File: config.mk
export PLATFORM = sky130hd
export DESIGN_NAME = imem_loader
export DESIGN_NICKNAME = d
export VERILOG_FILES = /design/src/rtl/imem_loader.sv
export SDC_FILE = /design/constraint.sdc
export NUM_CORES = 1
export LEC_CHECK = 0
export ABC_AREA = 1
export CAP_MARGIN = 20
export CORE_MARGIN = 2
export CORE_UTILIZATION = 44
export DETAILED_ROUTE_END_ITERATION = 7
export GPL_ROUTABILITY_DRIVEN = 0
export PLACE_DENSITY = 0.68
export SLEW_MARGIN = 20
export SYNTH_ARGS = -nofsm -noshare
export SYNTH_HDL_FRONTEND = slang
export SYNTH_SLANG_ARGS = --single-unit
export TNS_END_PERCENT = 30
File: constraint.sdc
create_clock -name clk -period 4.2 [get_ports clk]
set_input_delay 0.63 -clock clk [delete_from_list [all_inputs] [get_ports clk]]
set_output_delay 0.63 -clock clk [all_outputs]
set_load 0.01 [all_outputs]
File: src/rtl/imem_loader.sv
// imem_loader: boot-time instruction loader.
//
// Receives a framed byte stream (16-bit big-endian word count, N big-endian
// 32-bit words, one XOR checksum byte), writes the words into instruction
// memory and releases the CPU from reset once a full frame with a correct
// checksum has been loaded. Malformed frames or stalled transfers end in a
// sticky error state.
//
// Ports:
//   clk        in   system clock, rising edge
//   rst        in   synchronous active-high reset
//   rx_valid   in   byte-stream valid
//   rx_data    in   byte-stream data [7:0]
//   rx_ready   out  loader can accept a byte
//   imem_we    out  instruction-memory write strobe, one cycle per word
//   imem_addr  out  word address for the write [ADDR_W-1:0]
//   imem_wdata out  word to write [31:0]
//   cpu_rst    out  CPU reset, high until the load succeeds
//   done       out  load completed successfully (sticky)
//   err        out  load failed (sticky)
//   err_code   out  0 none, 1 length overflow, 2 checksum, 3 timeout
module imem_loader #(
    parameter int unsigned ADDR_W  = 8,
    parameter int unsigned TIMEOUT = 1000000
) (
    input  logic              clk,
    input  logic              rst,
    input  logic              rx_valid,
    input  logic [7:0]        rx_data,
    output logic              rx_ready,
    output logic              imem_we,
    output logic [ADDR_W-1:0] imem_addr,
    output logic [31:0]       imem_wdata,
    output logic              cpu_rst,
    output logic              done,
    output logic              err,
    output logic [1:0]        err_code
);

    // One extra index bit so that a full memory (N = 2^ADDR_W) is loadable.
    localparam int unsigned IdxW = ADDR_W + 1;
    localparam logic [32:0] CapWide = 33'(1) << ADDR_W;

    localparam logic [1:0] ErrLen     = 2'd1;
    localparam logic [1:0] ErrCsum    = 2'd2;
    localparam logic [1:0] ErrTimeout = 2'd3;

    typedef enum logic [2:0] {
        StLenHi,
        StLenLo,
        StData,
        StCsum,
        StDone,
        StErr
    } state_e;

    state_e            state_q, state_d;
    logic [7:0]        len_hi_q, len_hi_d;
    logic [IdxW-1:0]   len_q, len_d;
    logic [IdxW-1:0]   idx_q, idx_d;
    logic [1:0]        byte_q, byte_d;
    logic [23:0]       shift_q, shift_d;
    logic [7:0]        csum_q, csum_d;
    logic [31:0]       timer_q, timer_d;
    logic              we_q, we_d;
    logic [ADDR_W-1:0] addr_q, addr_d;
    logic [31:0]       wdata_q, wdata_d;
    logic              done_q, done_d;
    logic              err_q, err_d;
    logic [1:0]        code_q, code_d;
    logic              cpu_rst_q, cpu_rst_d;

    logic              accept;
    logic              timer_on;
    logic [15:0]       n_full;
    logic [IdxW-1:0]   idx_next;

    assign accept   = rx_valid & rx_ready;
    assign n_full   = {len_hi_q, rx_data};
    assign idx_next = idx_q + IdxW'(1);

    always_comb begin
        rx_ready = 1'b0;
        timer_on = 1'b0;
        unique case (state_q)
            StLenHi: rx_ready = 1'b1;
            StLenLo, StData, StCsum: begin
                rx_ready = 1'b1;
                timer_on = 1'b1;
            end
            default: ;
        endcase
        if (rst) begin
            rx_ready = 1'b0;
        end
    end

    always_comb begin
        state_d   = state_q;
        len_hi_d  = len_hi_q;
        len_d     = len_q;
        idx_d     = idx_q;
        byte_d    = byte_q;
        shift_d   = shift_q;
        csum_d    = csum_q;
        timer_d   = 32'd0;
        we_d      = 1'b0;
        addr_d    = addr_q;
        wdata_d   = wdata_q;
        done_d    = done_q;
        err_d     = err_q;
        code_d    = code_q;
        cpu_rst_d = cpu_rst_q;

        if (accept && state_q != StCsum) begin
            csum_d = csum_q ^ rx_data;
        end

        if (timer_on && !accept) begin
            timer_d = timer_q + 32'd1;
        end

        unique case (state_q)
            StLenHi: begin
                if (accept) begin
                    len_hi_d = rx_data;
                    state_d  = StLenLo;
                end
            end
            StLenLo: begin
                if (accept) begin
                    if (33'(n_full) > CapWide) begin
                        state_d = StErr;
                        err_d   = 1'b1;
                        code_d  = ErrLen;
                    end else if (n_full == 16'd0) begin
                        state_d = StCsum;
                    end else begin
                        len_d   = IdxW'(n_full);
                        idx_d   = '0;
                        byte_d  = 2'd0;
                        state_d = StData;
                    end
                end
            end
            StData: begin
                if (accept) begin
                    if (byte_q == 2'd3) begin
                        we_d    = 1'b1;
                        addr_d  = idx_q[ADDR_W-1:0];
                        wdata_d = {shift_q, rx_data};
                        idx_d   = idx_next;
                        byte_d  = 2'd0;
                        if (idx_next == len_q) begin
                            state_d = StCsum;
                        end
                    end else begin
                        shift_d = {shift_q[15:0], rx_data};
                        byte_d  = byte_q + 2'd1;
                    end
                end
            end
            StCsum: begin
                if (accept) begin
                    if (rx_data == csum_q) begin
                        state_d   = StDone;
                        done_d    = 1'b1;
                        cpu_rst_d = 1'b0;
                    end else begin
                        state_d = StErr;
                        err_d   = 1'b1;
                        code_d  = ErrCsum;
                    end
                end
            end
            StDone: ;
            StErr: ;
            default: ;
        endcase

        // An accept clears the timer, so it always beats an expiring timeout.
        if (TIMEOUT != 0 && timer_on && !accept && timer_d == TIMEOUT) begin
            state_d = StErr;
            err_d   = 1'b1;
            code_d  = ErrTimeout;
        end
    end

    always_ff @(posedge clk) begin
        if (rst) begin
            state_q   <= StLenHi;
            len_hi_q  <= 8'd0;
            len_q     <= '0;
            idx_q     <= '0;
            byte_q    <= 2'd0;
            shift_q   <= 24'd0;
            csum_q    <= 8'd0;
            timer_q   <= 32'd0;
            we_q      <= 1'b0;
            addr_q    <= '0;
            wdata_q   <= 32'd0;
            done_q    <= 1'b0;
            err_q     <= 1'b0;
            code_q    <= 2'd0;
            cpu_rst_q <= 1'b1;
        end else begin
            state_q   <= state_d;
            len_hi_q  <= len_hi_d;
            len_q     <= len_d;
            idx_q     <= idx_d;
            byte_q    <= byte_d;
            shift_q   <= shift_d;
            csum_q    <= csum_d;
            timer_q   <= timer_d;
            we_q      <= we_d;
            addr_q    <= addr_d;
            wdata_q   <= wdata_d;
            done_q    <= done_d;
            err_q     <= err_d;
            code_q    <= code_d;
            cpu_rst_q <= cpu_rst_d;
        end
    end

    // Suppress a write still pending from before a reset so none lands on the reset cycle.
    assign imem_we    = we_q & ~rst;
    assign imem_addr  = addr_q;
    assign imem_wdata = wdata_q;
    assign cpu_rst    = cpu_rst_q;
    assign done       = done_q;
    assign err        = err_q;
    assign err_code   = code_q;

endmodule

==> flow_metrics.tcl <==
set metrics [dict create \
    outcome "completed" \
    min_period_ns 2.76 \
    htreeDepth 4 \
    p_per_area_nw_per_um2 382 \
    final_cells 1215 \
    clk_latency_ns 0.43 \
    max-slew-margin-rel_pct 49.4 \
    num_vias 6205 \
    hold_depth 2 \
    first_pass_iters 4 \
    post_cts_buffers 0 \
    holdPathEnd "cpu_rst" \
    post-place-ws_ns 1.02 \
    antenna_cells 0 \
    grt_pass1_vias 5742 \
    yosys_register_bits 141 \
    finalPower_mw 3.03 \
    grt_pass1_wl_um 27500 \
    drive_gt1_share_pct 6.98 \
    placementRows 44 \
    synth_compound_area_share_pct 13.7 \
    grt_max_degree 54 \
    grtUsageTotal_pct 20.9 \
    syn_area_um2 6650 \
    worst_slew_pin_slew_ns 0.756 \
    setup_viol 0 \
    antenna_found_initial 0 \
    synthXorXnorAreaFrac_pct 1.84 \
    wire_per_inst_um 13.5 \
    cp_max_fo 24 \
    antenna_left 0 \
    yosys.area_share.adder_pct 0.564 \
    finClkSkew_ns 0.0161 \
    setup_tns_ns 0 \
    period_share_pct 65.8 \
    fillers 1426 \
    yosysTopAreaCell "dfxtp_1" \
    hold_viol 0 \
    crit_path_end_kind "flip-flop" \
    ios 58 \
    setup_slack_ns 1.44 \
    clkSinkCount 141 \
    holdWs_ns 0.448 \
    dp_cells 1183 \
    syn-num-nets 987 \
    cp-start-kind "flip-flop" \
    cts-resized-gates 0 \
    design_area_um2 7930 \
    vdd_ir_drop_max_mv 0.321 \
    numCtsBuffers 17 \
    cp.arrival_ns 3.09 \
    drv_cap 0 \
    ys.flop_type "dfxtp_1" \
    fmax_mhz 362 \
    vias_per_cell 5.11 \
    synth.distinct_cells 36 \
    synth_cells 973 \
    hold_class "reg2reg" \
    synth_top_area_share_pct 42.4 \
    die_h_um 127 \
    holdBufCountCts 0 \
    fp.dieArea_um2 16100 \
    io_buffers 57 \
    worstHoldStart "cpu_rst" \
    ys_warn_count 0 \
    nets 1032 \
    rsz0062_at_grt "false" \
    required_ns 4.52 \
    drc 0 \
    initial_core_util_pct 45.4 \
    dpl_cell_area_um2 7330 \
    p_leak_nw 3.41 \
    synthSimpleGateAreaFrac_pct 33.2 \
    wirelength_um 16400 \
    die_w_um 127 \
    clk_pin_slew_ns 0.07 \
    synthTopCellsByArea "dfxtp_1, nor2_1, nand2_1, o21ai_0, inv_1" \
    avgSynthCellArea_um2 6.84 \
    drt_iter0_drc 413 \
    synth_edf_count 0 \
    ys_seq_area_share_pct 42.4 \
    cts_tree "yes" \
    r2r-start "state_q[1]" \
    r2r_cells 7 \
    path_class "reg2reg" \
    synth_mux_area_share_pct 0 \
    hpwl_um 11300 \
    grt-ovfl-total 0 \
    r2r_setup_slack_ns 1.44 \
    postLayoutCoreUtil_pct 54.2 \
    yosysMostFrequentCell "nor2_1" \
    syn2layout_area_growth_pct 19.2 \
    postSynth.asyncResetShare_pct 0 \
    cts_root_buffer "clkbuf_16" \
    clock_path_buffers 2 \
    synth_commonest_cells "nor2_1, nand2_1, dfxtp_1" \
    synth_top_family_by_area "simple AND/OR/NAND/NOR gates" \
    core_area_um2 14600 \
    r2r_end "imem_wdata[14]" \
    slew_violations 0 \
]
==> flip-flops by register name, summed over array words and instances, names as in the netlist, 8 cells and up <==
name	cells
len_q	9
timer_q	32
len_hi_q	8
idx_q	9
shift_q	24
csum_q	8
imem_wdata	32
imem_addr	8
==> logic make-up after synthesis <==
kind of cell             count (synthesis)
adder cells (fa/ha/maj)                  3
flip-flops                             141
XOR/XNOR                                14
AND/OR/NAND/NOR                        513
buffers and inverters                  137
AO/OA/AOI/OAI                          165
==> area by class of cell <==
type                            count  area [um2]  area share (%)
Timing Repair Buffer               62         616            7.76
Tap cell                          184         230            2.90
Inverter                          101         379            4.78
Clock buffer                       17         425            5.36
Sequential cell                   141        2820            35.6
Clock inverter                     15         173            2.18
Multi-Input combinational cell    695        3290            41.4
==> critical path: stages, from the launching register on <==
cell and delay, ns:
dfxtp_1 0.47, nand2_1 0.11, nor2_1 0.59, inv_1 0.26, nor2_4 0.46, inv_1 0.46
nor2_1 0.23, nor2_1 0.07
==> cells in the final DEF (no fill, tap or decap), drive strengths merged, types with 12 or more instances in the layout <==
cell type      synthesis  layout
dfxtp                141     141
nand4                 14      14
a211oi                15      15
a21oi                 46      46
inv                  101     109
nor2                 241     241
clkdlybuf4s50          0      56
o21ai                 89      89
xor2                  12      12
nand2                180     180
nand3                 67      67
clkbuf                26      17
==> report_power, final <==
group / switching [mW] / total [mW] / leakage, nW / internal (mW)
registers: 0.0139 / 1.37 / 1.14 / 1.36
logic: 0.101 / 0.149 / 1.99 / 0.0482
clock network: 0.708 / 1.51 / 0.283 / 0.802
total: 0.823 / 3.03 / 3.41 / 2.21
==> how the worst max path moves through the flow <==
stage | from | endpoint | slack [ns] | depth (start not counted)
floorplan | rst | err_code[0] | 2.00 | 16
global placement | rx_valid | err_code[1] | 1.04 | 15
detailed placement | rx_valid | err_code[1] | 1.02 | 15
CTS | state_q[1] | imem_wdata[14] | 1.41 | 7
global route | state_q[1] | imem_wdata[21] | 1.17 | 7
finish | state_q[1] | imem_wdata[14] | 1.44 | 7
==> layer usage <==
layer  vias up  part of all wire (%)  GRT usage (%)
met5         -                     0              0
met1      2808                    48           27.9
li1       3228                     -              -
met2       146                    45           33.4
met4         0                   1.7           6.85
met3        23                   4.7           5.19
(Power assumes the default switching activity.)
